## src/rtl/sram_arbiter_pkg.sv

```systemverilog
// sram_arbiter_pkg
// Purpose: shared types and constants for the SRAM arbiter slice.
//   master_e    - master identifier stored in the route FIFO (0 = inst, 1 = data)
//   arb_state_e - arbitration FSM state encoding
//   SIZE_WORD   - transfer size the instruction master always uses
package sram_arbiter_pkg;

  typedef enum logic {
    MST_INST = 1'b0,
    MST_DATA = 1'b1
  } master_e;

  typedef enum logic [1:0] {
    ST_ARB    = 2'd0,
    ST_LOCK_I = 2'd1,
    ST_LOCK_D = 2'd2
  } arb_state_e;

  localparam logic [1:0] SIZE_WORD = 2'b10;

endpackage

```

## src/rtl/sram_arbiter_if.sv

```systemverilog
// sram_arbiter_if
// Purpose: bundles every bus signal around the arbiter.
//   inst_*  - instruction master (read-only, word sized)
//   data_*  - data master request/response
//   ram_*   - shared slave request/response (in-order responses)
//   err_orphan - sticky flag raised by a response with nothing outstanding
// Modports:
//   slave  - the arbiter's view (receives both masters, drives the RAM side)
//   master - the environment's view (drives masters and the RAM response)
interface sram_arbiter_if;

  logic        inst_req;
  logic [31:0] inst_addr;
  logic [31:0] inst_rdata;
  logic        inst_addr_ok;
  logic        inst_data_ok;

  logic        data_req;
  logic        data_wr;
  logic [1:0]  data_size;
  logic [31:0] data_addr;
  logic [31:0] data_wdata;
  logic [31:0] data_rdata;
  logic        data_addr_ok;
  logic        data_data_ok;

  logic        ram_req;
  logic        ram_wr;
  logic [1:0]  ram_size;
  logic [31:0] ram_addr;
  logic [31:0] ram_wdata;
  logic [31:0] ram_rdata;
  logic        ram_addr_ok;
  logic        ram_data_ok;

  logic        err_orphan;

  modport slave (
    input  inst_req, inst_addr,
    output inst_rdata, inst_addr_ok, inst_data_ok,
    input  data_req, data_wr, data_size, data_addr, data_wdata,
    output data_rdata, data_addr_ok, data_data_ok,
    output ram_req, ram_wr, ram_size, ram_addr, ram_wdata,
    input  ram_rdata, ram_addr_ok, ram_data_ok,
    output err_orphan
  );

  modport master (
    output inst_req, inst_addr,
    input  inst_rdata, inst_addr_ok, inst_data_ok,
    output data_req, data_wr, data_size, data_addr, data_wdata,
    input  data_rdata, data_addr_ok, data_data_ok,
    input  ram_req, ram_wr, ram_size, ram_addr, ram_wdata,
    output ram_rdata, ram_addr_ok, ram_data_ok,
    input  err_orphan
  );

endinterface

```

## src/rtl/sram_arbiter_route_fifo.sv

```systemverilog
// route_fifo
// Purpose: remembers which master owns each outstanding RAM request so that
// in-order responses can be steered back to the right master.
// Ports:
//   clk, rst_n  - clock, asynchronous active-low reset
//   push, din   - enqueue one master ID (ignored while full)
//   pop,  dout  - dequeue the head; dout shows the current head
//   full, empty - occupancy flags (full when DEPTH entries are held)
module route_fifo #(
  parameter int DEPTH = 4
) (
  input  logic clk,
  input  logic rst_n,
  input  logic push,
  input  logic din,
  input  logic pop,
  output logic dout,
  output logic full,
  output logic empty
);

  localparam int AW = (DEPTH > 1) ? $clog2(DEPTH) : 1;

  logic [DEPTH-1:0] mem;
  logic [AW-1:0]    wr_ptr;
  logic [AW-1:0]    rd_ptr;
  logic [AW:0]      count;
  logic             do_push;
  logic             do_pop;

  assign full    = (count == (AW+1)'(DEPTH));
  assign empty   = (count == '0);
  assign do_push = push && !full;
  assign do_pop  = pop && !empty;
  assign dout    = mem[rd_ptr];

  // DEPTH is a power of two, so the AW-bit pointers wrap on their own.
  always_ff @(posedge clk or negedge rst_n) begin
    if (!rst_n) begin
      wr_ptr <= '0;
      rd_ptr <= '0;
      count  <= '0;
    end else begin
      if (do_push) wr_ptr <= wr_ptr + 1'b1;
      if (do_pop)  rd_ptr <= rd_ptr + 1'b1;
      case ({do_push, do_pop})
        2'b10:   count <= count + 1'b1;
        2'b01:   count <= count - 1'b1;
        default: count <= count;
      endcase
    end
  end

  // Storage needs no reset: entries are only read between push and pop.
  always_ff @(posedge clk) begin
    if (do_push) mem[wr_ptr] <= din;
  end

endmodule

```

## src/rtl/sram_arbiter.sv

```systemverilog
// sram_arbiter
// Purpose: shares one in-order SRAM-like slave between an instruction master
// and a data master with zero added latency. Requests are muxed
// combinationally, and responses are steered back using a FIFO of master IDs.
// Ports:
//   clk, rst_n - clock, asynchronous active-low reset
//   bus        - sram_arbiter_if.slave carrying inst_*, data_*, ram_*, err_orphan
// Parameter:
//   DEPTH      - maximum number of accepted but unanswered requests
module sram_arbiter
  import sram_arbiter_pkg::*;
#(
  parameter int DEPTH = 4
) (
  input  logic           clk,
  input  logic           rst_n,
  sram_arbiter_if.slave  bus
);

  localparam logic [1:0] ARB    = ST_ARB;
  localparam logic [1:0] LOCK_I = ST_LOCK_I;
  localparam logic [1:0] LOCK_D = ST_LOCK_D;

  logic [1:0] state;
  logic [1:0] state_nxt;
  master_e    last_grant;
  master_e    gnt;
  logic       req_g;
  logic       handshake;
  logic       fifo_full;
  logic       fifo_empty;
  logic       fifo_head;
  logic       pop;
  logic       err_orphan_q;

  // A lock keeps the grant while the slave stalls; in ARB the master that
  // lost the last accepted handshake wins a tie.
  always_comb begin
    gnt = MST_INST;
    case (state)
      LOCK_I: gnt = MST_INST;
      LOCK_D: gnt = MST_DATA;
      default: begin
        if (bus.inst_req && bus.data_req)
          gnt = (last_grant == MST_INST) ? MST_DATA : MST_INST;
        else if (bus.data_req)
          gnt = MST_DATA;
        else
          gnt = MST_INST;
      end
    endcase
  end

  assign req_g     = (gnt == MST_DATA) ? bus.data_req : bus.inst_req;
  // A full route FIFO blocks new requests even if a response pops this cycle.
  assign bus.ram_req = rst_n && !fifo_full && req_g;
  assign handshake = bus.ram_req && bus.ram_addr_ok;

  assign bus.ram_wr    = (gnt == MST_DATA) ? bus.data_wr    : 1'b0;
  assign bus.ram_size  = (gnt == MST_DATA) ? bus.data_size  : SIZE_WORD;
  assign bus.ram_addr  = (gnt == MST_DATA) ? bus.data_addr  : bus.inst_addr;
  assign bus.ram_wdata = (gnt == MST_DATA) ? bus.data_wdata : 32'd0;

  assign bus.inst_addr_ok = handshake && (gnt == MST_INST);
  assign bus.data_addr_ok = handshake && (gnt == MST_DATA);

  // Responses arrive in request order, so the FIFO head names their owner.
  assign pop = rst_n && bus.ram_data_ok && !fifo_empty;
  assign bus.inst_data_ok = pop && !fifo_head;
  assign bus.data_data_ok = pop && fifo_head;
  assign bus.inst_rdata   = bus.inst_data_ok ? bus.ram_rdata : 32'd0;
  assign bus.data_rdata   = bus.data_data_ok ? bus.ram_rdata : 32'd0;
  assign bus.err_orphan   = err_orphan_q;

  route_fifo #(.DEPTH(DEPTH)) u_route_fifo (
    .clk   (clk),
    .rst_n (rst_n),
    .push  (handshake),
    .din   (gnt == MST_DATA),
    .pop   (pop),
    .dout  (fifo_head),
    .full  (fifo_full),
    .empty (fifo_empty)
  );

  // Lock on a stalled request; release on acceptance or when req drops.
  always_comb begin
    state_nxt = state;
    case (state)
      ARB: begin
        if (req_g && !handshake)
          state_nxt = (gnt == MST_DATA) ? LOCK_D : LOCK_I;
      end
      LOCK_I, LOCK_D: begin
        if (!req_g || handshake)
          state_nxt = ARB;
      end
      default: state_nxt = ARB;
    endcase
  end

  always_ff @(posedge clk or negedge rst_n) begin
    if (!rst_n) begin
      state        <= ARB;
      last_grant   <= MST_INST;
      err_orphan_q <= 1'b0;
    end else begin
      state <= state_nxt;
      if (handshake)
        last_grant <= gnt;
      if (bus.ram_data_ok && fifo_empty)
        err_orphan_q <= 1'b1;
    end
  end

endmodule

```

## src/flat_wrapper.sv

```systemverilog
// flat-port wrapper written by rule: the top's interface ports become plain ports
module sram_arbiter_flat import sram_arbiter_pkg::*;
#(
  parameter int DEPTH = 4
)
  (clk, rst_n, bus_inst_req, bus_inst_addr, bus_inst_rdata, bus_inst_addr_ok, bus_inst_data_ok, bus_data_req, bus_data_wr, bus_data_size, bus_data_addr, bus_data_wdata, bus_data_rdata, bus_data_addr_ok, bus_data_data_ok, bus_ram_req, bus_ram_wr, bus_ram_size, bus_ram_addr, bus_ram_wdata, bus_ram_rdata, bus_ram_addr_ok, bus_ram_data_ok, bus_err_orphan);
  sram_arbiter_if bus_i ();
  input  logic clk;
  input  logic rst_n;
  input wire logic [$bits(bus_i.inst_req)-1:0] bus_inst_req;
  input wire logic [$bits(bus_i.inst_addr)-1:0] bus_inst_addr;
  output wire logic [$bits(bus_i.inst_rdata)-1:0] bus_inst_rdata;
  output wire logic [$bits(bus_i.inst_addr_ok)-1:0] bus_inst_addr_ok;
  output wire logic [$bits(bus_i.inst_data_ok)-1:0] bus_inst_data_ok;
  input wire logic [$bits(bus_i.data_req)-1:0] bus_data_req;
  input wire logic [$bits(bus_i.data_wr)-1:0] bus_data_wr;
  input wire logic [$bits(bus_i.data_size)-1:0] bus_data_size;
  input wire logic [$bits(bus_i.data_addr)-1:0] bus_data_addr;
  input wire logic [$bits(bus_i.data_wdata)-1:0] bus_data_wdata;
  output wire logic [$bits(bus_i.data_rdata)-1:0] bus_data_rdata;
  output wire logic [$bits(bus_i.data_addr_ok)-1:0] bus_data_addr_ok;
  output wire logic [$bits(bus_i.data_data_ok)-1:0] bus_data_data_ok;
  output wire logic [$bits(bus_i.ram_req)-1:0] bus_ram_req;
  output wire logic [$bits(bus_i.ram_wr)-1:0] bus_ram_wr;
  output wire logic [$bits(bus_i.ram_size)-1:0] bus_ram_size;
  output wire logic [$bits(bus_i.ram_addr)-1:0] bus_ram_addr;
  output wire logic [$bits(bus_i.ram_wdata)-1:0] bus_ram_wdata;
  input wire logic [$bits(bus_i.ram_rdata)-1:0] bus_ram_rdata;
  input wire logic [$bits(bus_i.ram_addr_ok)-1:0] bus_ram_addr_ok;
  input wire logic [$bits(bus_i.ram_data_ok)-1:0] bus_ram_data_ok;
  output wire logic [$bits(bus_i.err_orphan)-1:0] bus_err_orphan;
  assign bus_i.inst_req = bus_inst_req;
  assign bus_i.inst_addr = bus_inst_addr;
  assign bus_inst_rdata = bus_i.inst_rdata;
  assign bus_inst_addr_ok = bus_i.inst_addr_ok;
  assign bus_inst_data_ok = bus_i.inst_data_ok;
  assign bus_i.data_req = bus_data_req;
  assign bus_i.data_wr = bus_data_wr;
  assign bus_i.data_size = bus_data_size;
  assign bus_i.data_addr = bus_data_addr;
  assign bus_i.data_wdata = bus_data_wdata;
  assign bus_data_rdata = bus_i.data_rdata;
  assign bus_data_addr_ok = bus_i.data_addr_ok;
  assign bus_data_data_ok = bus_i.data_data_ok;
  assign bus_ram_req = bus_i.ram_req;
  assign bus_ram_wr = bus_i.ram_wr;
  assign bus_ram_size = bus_i.ram_size;
  assign bus_ram_addr = bus_i.ram_addr;
  assign bus_ram_wdata = bus_i.ram_wdata;
  assign bus_i.ram_rdata = bus_ram_rdata;
  assign bus_i.ram_addr_ok = bus_ram_addr_ok;
  assign bus_i.ram_data_ok = bus_ram_data_ok;
  assign bus_err_orphan = bus_i.err_orphan;
  sram_arbiter #(.DEPTH(DEPTH)) u_core (.clk(clk), .rst_n(rst_n), .bus(bus_i));
endmodule
```

## config.mk

```make
export PLATFORM = sky130hd
export DESIGN_NAME = sram_arbiter_flat
export DESIGN_NICKNAME = d
export VERILOG_FILES = /design/src/rtl/sram_arbiter_pkg.sv /design/src/rtl/sram_arbiter_if.sv /design/src/rtl/sram_arbiter_route_fifo.sv /design/src/rtl/sram_arbiter.sv /design/src/flat_wrapper.sv
export SDC_FILE = /design/constraint.sdc
export NUM_CORES = 1
export LEC_CHECK = 0
export CORE_AREA = 2 2 107 109
export DETAILED_ROUTE_END_ITERATION = 16
export DIE_AREA = 0 0 109 111
export GPL_ROUTABILITY_DRIVEN = 0
export PLACE_DENSITY = 0.72
export SYNTH_ARGS = -nofsm -noshare
export SYNTH_HDL_FRONTEND = slang
export SYNTH_SLANG_ARGS = --single-unit
```

## constraint.sdc

```tcl
create_clock -name clk -period 2.4 [get_ports clk]
set_clock_uncertainty 0.1 [all_clocks]
set_input_delay 0.72 -clock clk [delete_from_list [all_inputs] [get_ports clk]]
set_output_delay 0.72 -clock clk [all_outputs]
set_load 0.01 [all_outputs]
```

==> results.ini, run 1 <==
[clocking]
clock_latency_ps=250
tritoncts=built
cts_root_buf=clkbuf_16
cts_buffers=3
cts_max_path_buffers=2
clkSinkCount=15
path_clk_slew_ps=50
hold_buffers=0
cts.htree.levels=1

[setup_path]
r2r_cells=15
worst_r2r_endpoint=u_core.u_route_fifo.count[2]
arrival_ps=2030
cp.required_ps=1580
critPathCaptureType=output pin
start_kind=flop
r2r_setup_slack_ps=-170
crit_fanout=6
worstSetupPathType=reg -> out
r2r_start=u_core.state[0]

[power]
finalPower_mw=6.37
power_frac_clock_pct=5.1
ir_worst_vdd_v=0.000554
power_per_cell_area_nw_per_um2=948
p_switching_mw=2.59
leakagePower_nw=3.11
share_comb_of_total_power_pct=87.9
p_sw_share_pct=40.6
seq_power_share_pct=7.0
internal_power_mw=3.79

[synthesis]
synth_simple_gate_area_share_pct=36.6
synth_edf_count=4
syn-cell-area_um2=1970
synth_top_family_by_area=simple AND/OR/NAND/NOR gates
muxShareOfSynthArea_pct=21.0
synth_compound_area_share_pct=5.51
avgSynthCellArea_um2=7.48
synth_seq_cells=15
yosysSeqAreaShare_pct=20.0
yosys_most_used_dff=dfrtp_1
synth_cell_types=38
yosysWarnings=0
synth_cells=264
synth_fa_ha_area_share_pct=5.45
synthArstFlopShare_pct=73.3
synth-xor-area-share_pct=2.66
synth_fp_nets=409

[timing]
max_freq_mhz=351
hold_violations=0
rsz0062_at_grt=yes
finalSetupViolCount=138
period_minus_slack_ps=2850
finalCritPeriodShare_pct=119
whs_ps=178
tightest_slew_ps=408
layout_setup_ws_ps=-453
drv_slew=0
maxSlewHeadroom_pct=72.7

[route]
via_per_inst=4.37
firstDrtPassIters=4
dr_wl_met2_um=7350
wl_met1_um=4900
drc_errors=0
finalWirelength_um=13800
antenna_left=0
highest_layer=met4
vias=3307
detail_route.iter0.violations=126
wl_per_cell_um=18.3
dr_wl_met3_um=1150

[floorplanning]
core_um2=11100
die_h_um=111
die_area_um2=12100
die_w_um=109
ios=274
start_util_pct=17.8
num_rows=39

[global_route]
track_usage_pct=21.0
grt.overflow.total=0
grt_pass1_vias=3696
grt_antenna_before_repair=1
grt_max_degree=13
grt_pass1_wl_um=19600

[layout]
fin_cells=756
multiInputGateArea_um2=2310
layout.nets=758
stdcell_area_um2=6720
drive_gt1_share_pct=62.3
seq_area_um2=395
nFillCells=893
area_growth_pct=240

[job]
cap_violations=0

[placement]
port_buffers=273
place_inst=691
dp_slack_ps=-1180
place_area_um2=5160
dp_hpwl_um=8640

[hold_path]
hp-class=in -> async

[run_status]
status=finished with violations
violations=negative setup slack

==> power groups by stage <==
stage | clock network [mW] | registers, mW | logic, mW
after floorplan | 0 | 0.443 | 1.70
after global placement | 0 | 0.432 | 3.31
after detailed placement | 0 | 0.442 | 3.38
after CTS | 0.336 | 0.447 | 5.49
after global routing | 0.343 | 0.459 | 5.88
final | 0.325 | 0.447 | 5.60
==> critical path, cell delays in order (launching register included) <==
cell	delay (ps)
dfrtp_1	380
inv_2	90
ha_4	210
inv_4	60
mux2i_4	240
buf_6	150
buf_12	110
buf_16	120
mux2_4	310
buf_6	120
==> routing by layer <==
layer / up-vias / GRT usage (%)
li1: 1543 / -
met1: 1529 / 21.8
met2: 206 / 39.8
met3: 29 / 5.29
met4: 0 / 7.26
met5: - / 0
==> layout by cell type, fill, tap and decap left out, drive strengths merged, types with 2 or more instances in the layout <==
cell type      Yosys  layout
buf               14     222
xor2               3       3
clkdlybuf4s15      0       5
mux2i              3       3
nor2b             34      34
mux2              33      33
dfrtp             11      11
xnor2              3       3
dlygate4sd2        0       2
o21ai              5       5
clkdlybuf4s50      0     132
ha                 7       7
clkbuf             3       4
nor3b              2       2
nand2             37      37
nor2              70      70
and2               7       7
inv               12      12
edfxtp             4       4
==> logic make-up (layout without fill, tap and decap cells) <==
kind of cell / Yosys count / count (layout)
AOI/OAI and AO/OA: 14 / 14
xor gates and xnor gates: 6 / 6
adders and majority gates: 8 / 8
buffers and inverters: 29 / 377
DFF: 15 / 15
muxes: 36 / 36
other: 0 / 1
and+or+nand+nor: 156 / 156
==> worst max-delay path by stage <==
| stage | start | to | slack [ps] | cells past startpoint |
|---|---|---|---|---|
| after floorplan | bus_data_req | bus_ram_addr[0] | -30 | 4 |
| after detailed placement | bus_inst_req | bus_ram_addr[7] | -1180 | 6 |
| final | u_core.state[0] | bus_ram_addr[31] | -450 | 9 |
| after global routing | u_core.state[0] | bus_ram_addr[29] | -520 | 9 |
| after CTS | u_core.state[0] | bus_ram_addr[13] | -470 | 9 |
| after global placement | bus_inst_req | bus_ram_addr[7] | -1120 | 6 |
==> synthesized netlist by cell type, types with 2 or more instances <==
library cell | instances | area [um^2]
inv_1 | 11 | 41.3
buf_2 | 6 | 30.0
o21ai_0 | 4 | 20.0
buf_6 | 7 | 78.8
nand2_1 | 37 | 139
mux2_2 | 33 | 372
nor2b_1 | 34 | 213
nor2_1 | 70 | 263
and2_1 | 7 | 43.8
mux2i_1 | 2 | 20.0
clkbuf_1 | 3 | 11.3
dfrtp_1 | 11 | 275
edfxtp_1 | 4 | 120
xor2_1 | 3 | 26.3
ha_1 | 7 | 87.6
xnor2_1 | 3 | 26.3
==> sequential cells by signal, indices dropped and copies added (netlist names) <==
signal and count:
u_core.u_route_fifo.rd_ptr 2, u_core.bus.err_orphan 1, u_core.state 2, u_core.u_route_fifo.mem 4
u_core.u_route_fifo.count 3, u_core.last_grant 1, u_core.u_route_fifo.wr_ptr 2
==> through the flow <==
| stage | utilization, % | setup TNS (ps) |
|---|---|---|
| after floorplan | - | -930 |
| after global placement | 46.6 | -140180 |
| after detailed placement | 46.6 | -144510 |
| after CTS | 57.6 | -38240 |
| after global routing | 60.7 | -43320 |
| final | 60.7 | -34500 |
==> repair_timing <==
item                                   4_1_cts  5_1_grt
pin swaps                                   69       57
buffers inserted                            48        5
cloned                                      19        0
endpoints found under the hold margin        0        0
resized for setup                          769      129
setup endpoints to repair                  139      138
==> area by class of cell <==
type | instances | area share (%)
antenna | 1 | 0.0372
multi-input combinational | 220 | 34.3
inverter | 12 | 0.745
clock buffer | 4 | 1.17
tap | 143 | 2.66
timing repair buffer | 361 | 55.2
sequential | 15 | 5.88
Note: power is estimated with default switching activity, not from simulation.
==> run 2, diff against run 1 <==
SLEW_MARGIN = 0   (was default)
==> results of run 2 <==
No change in the layout: final DEF, timing and power equal those of run 1.
==> run 3, diff against run 2 <==
PLACE_DENSITY = 0.65   (was 0.72)
==> run 3 against run 2 <==
Compared with the run above: the flow still finishes with violations (negative setup slack); sequential share of layout area rose by 0.32 points; highest routed layer unchanged; critical endpoint is now bus_ram_addr[25]; final area down 5.1%; largest power group unchanged; worst hold slack improved by 150 ps.
==> results.ini, run 3 (synthesis gave the netlist of run 1 again) <==
[run_status]
status=finished with violations
violations=negative setup slack

[timing]
hold_violations=0
max_freq_mhz=349
maxSlewHeadroom_pct=76.6
rsz0062_at_grt=yes
finalCritPeriodShare_pct=119
layout_setup_ws_ps=-466
whs_ps=329
finalSetupViolCount=138
tightest_slew_ps=349
tns_ps=-39700
period_minus_slack_ps=2870
drv_slew=0

[clocking]
tritoncts=built
cts_max_path_buffers=2
clock_latency_ps=240
clkSinkCount=15
hold_buffers=0
path_clk_slew_ps=50
cts_buffers=3
cts_root_buf=clkbuf_16
cts.htree.levels=1

[placement]
port_buffers=273
dp_hpwl_um=8780
place_inst=697
dp_slack_ps=-1140
place_area_um2=5220

[route]
finalWirelength_um=13100
vias=3245
antenna_left=0
via_per_inst=4.31
detail_route.iter0.violations=109
firstDrtPassIters=4
wl_per_cell_um=17.4
drc_errors=0

[setup_path]
cp.required_ps=1580
critPathCaptureType=output pin
r2r_setup_slack_ps=-230
arrival_ps=2050
endpoint=bus_ram_addr[25]
crit_fanout=7
r2r_cells=15
start_kind=flop
worstSetupPathType=reg -> out
r2r_start=u_core.state[0]
crit_start=u_core.state[0]
worst_r2r_endpoint=u_core.u_route_fifo.count[2]

[layout]
antenna_cells=0
area_growth_pct=223
largest_reg_flops=4
regMostFlops=u_core.u_route_fifo.mem
stdcell_area_um2=6380
layout_common_cells=clkdlybuf4s50_1 (132), buf_6 (84), buf_2 (81)
fin_cells=753
fin_util_pct=57.6
reg_top3=u_core.u_route_fifo.mem: 4 flops, u_core.u_route_fifo.count: 3 flops
final_common_cell=clkdlybuf4s50_1
layout.nets=756
drive_gt1_share_pct=60.7

[global_route]
grt_pass1_wl_um=18000
grt_max_degree=34
grt_pass1_vias=3443
grt.overflow.total=0
track_usage_pct=19.2
grt_antenna_before_repair=0

[floorplanning]
die_area_um2=12100
start_util_pct=17.8
core_um2=11100
die_w_um=109
ios=274
num_rows=39
die_h_um=111

[hold_path]
hp-class=in -> async

[power]
power_per_cell_area_nw_per_um2=923
leakagePower_nw=3.15
finalPower_mw=5.89
ir_worst_vdd_v=0.000598

[job]
cap_violations=0

[run 3: changes by cell type in the layout (fill, tap and decap cells not counted), moves of 6 or more]
cell	previous run	this run
nor2_4	32	11
nor2_2	19	25
nand2_8	11	5
buf_6	102	84
buf_4	28	34
nor2b_4	4	11
nor2_1	19	34
nand2_4	20	27
buf_2	63	81
[run 3: area by class of cell]
| cell class | count | area [um^2] |
|---|---|---|
| fill | 947 | 4700 |
| timing repair buffer | 359 | 3520 |
| multi-input combinational | 220 | 2150 |
| sequential | 15 | 395 |
| tap | 143 | 179 |
| clock buffer | 3 | 75.1 |
| inverter | 12 | 47.5 |
| clock inverter | 1 | 5.00 |
[run 3: how the worst min path moves through the flow]
stage	slack (ps)	to	start	cells past startpoint
finish	330	u_core.state[0]	rst_n	2
global route	340	u_core.state[0]	rst_n	2
CTS	320	u_core.state[0]	rst_n	2
global placement	360	u_core.bus.err_orphan	u_core.bus.err_orphan	1
floorplan	320	u_core.bus.err_orphan	rst_n	0
detailed placement	380	u_core.bus.err_orphan	u_core.bus.err_orphan	1
[run 3: report_power, final]
group          internal (mW)  leakage (nW)  switching [mW]
registers              0.368         0.167          0.0780
clock network          0.222        0.0409          0.0992
logic                   2.94          2.94            2.18
[run 3: repair_timing]
item                                    in CTS  in global routing
setup buffers                               33                  9
pin swaps                                   42                 14
hold endpoints to repair                     0                  0
gates resized for setup                    736                 99
gates cloned                                13                  4
endpoints found under the setup margin     139                138
[run 3: metal layers]
layer	GRT usage, %	part of all wire [%]	vias to the layer above
met3	3.70	8.1	17
li1	-	-	1543
met2	40.3	57	185
met4	4.02	2.3	0
met1	18.3	33	1500
met5	0	0	-
[run 3: critical path, stage by stage (launching register included)]
cell     delay, ps
dfrtp_1        400
inv_2           90
ha_4           210
inv_4           60
mux2i_4        290
buf_6          170
buf_12         140
mux2_4         310
buf_6          130
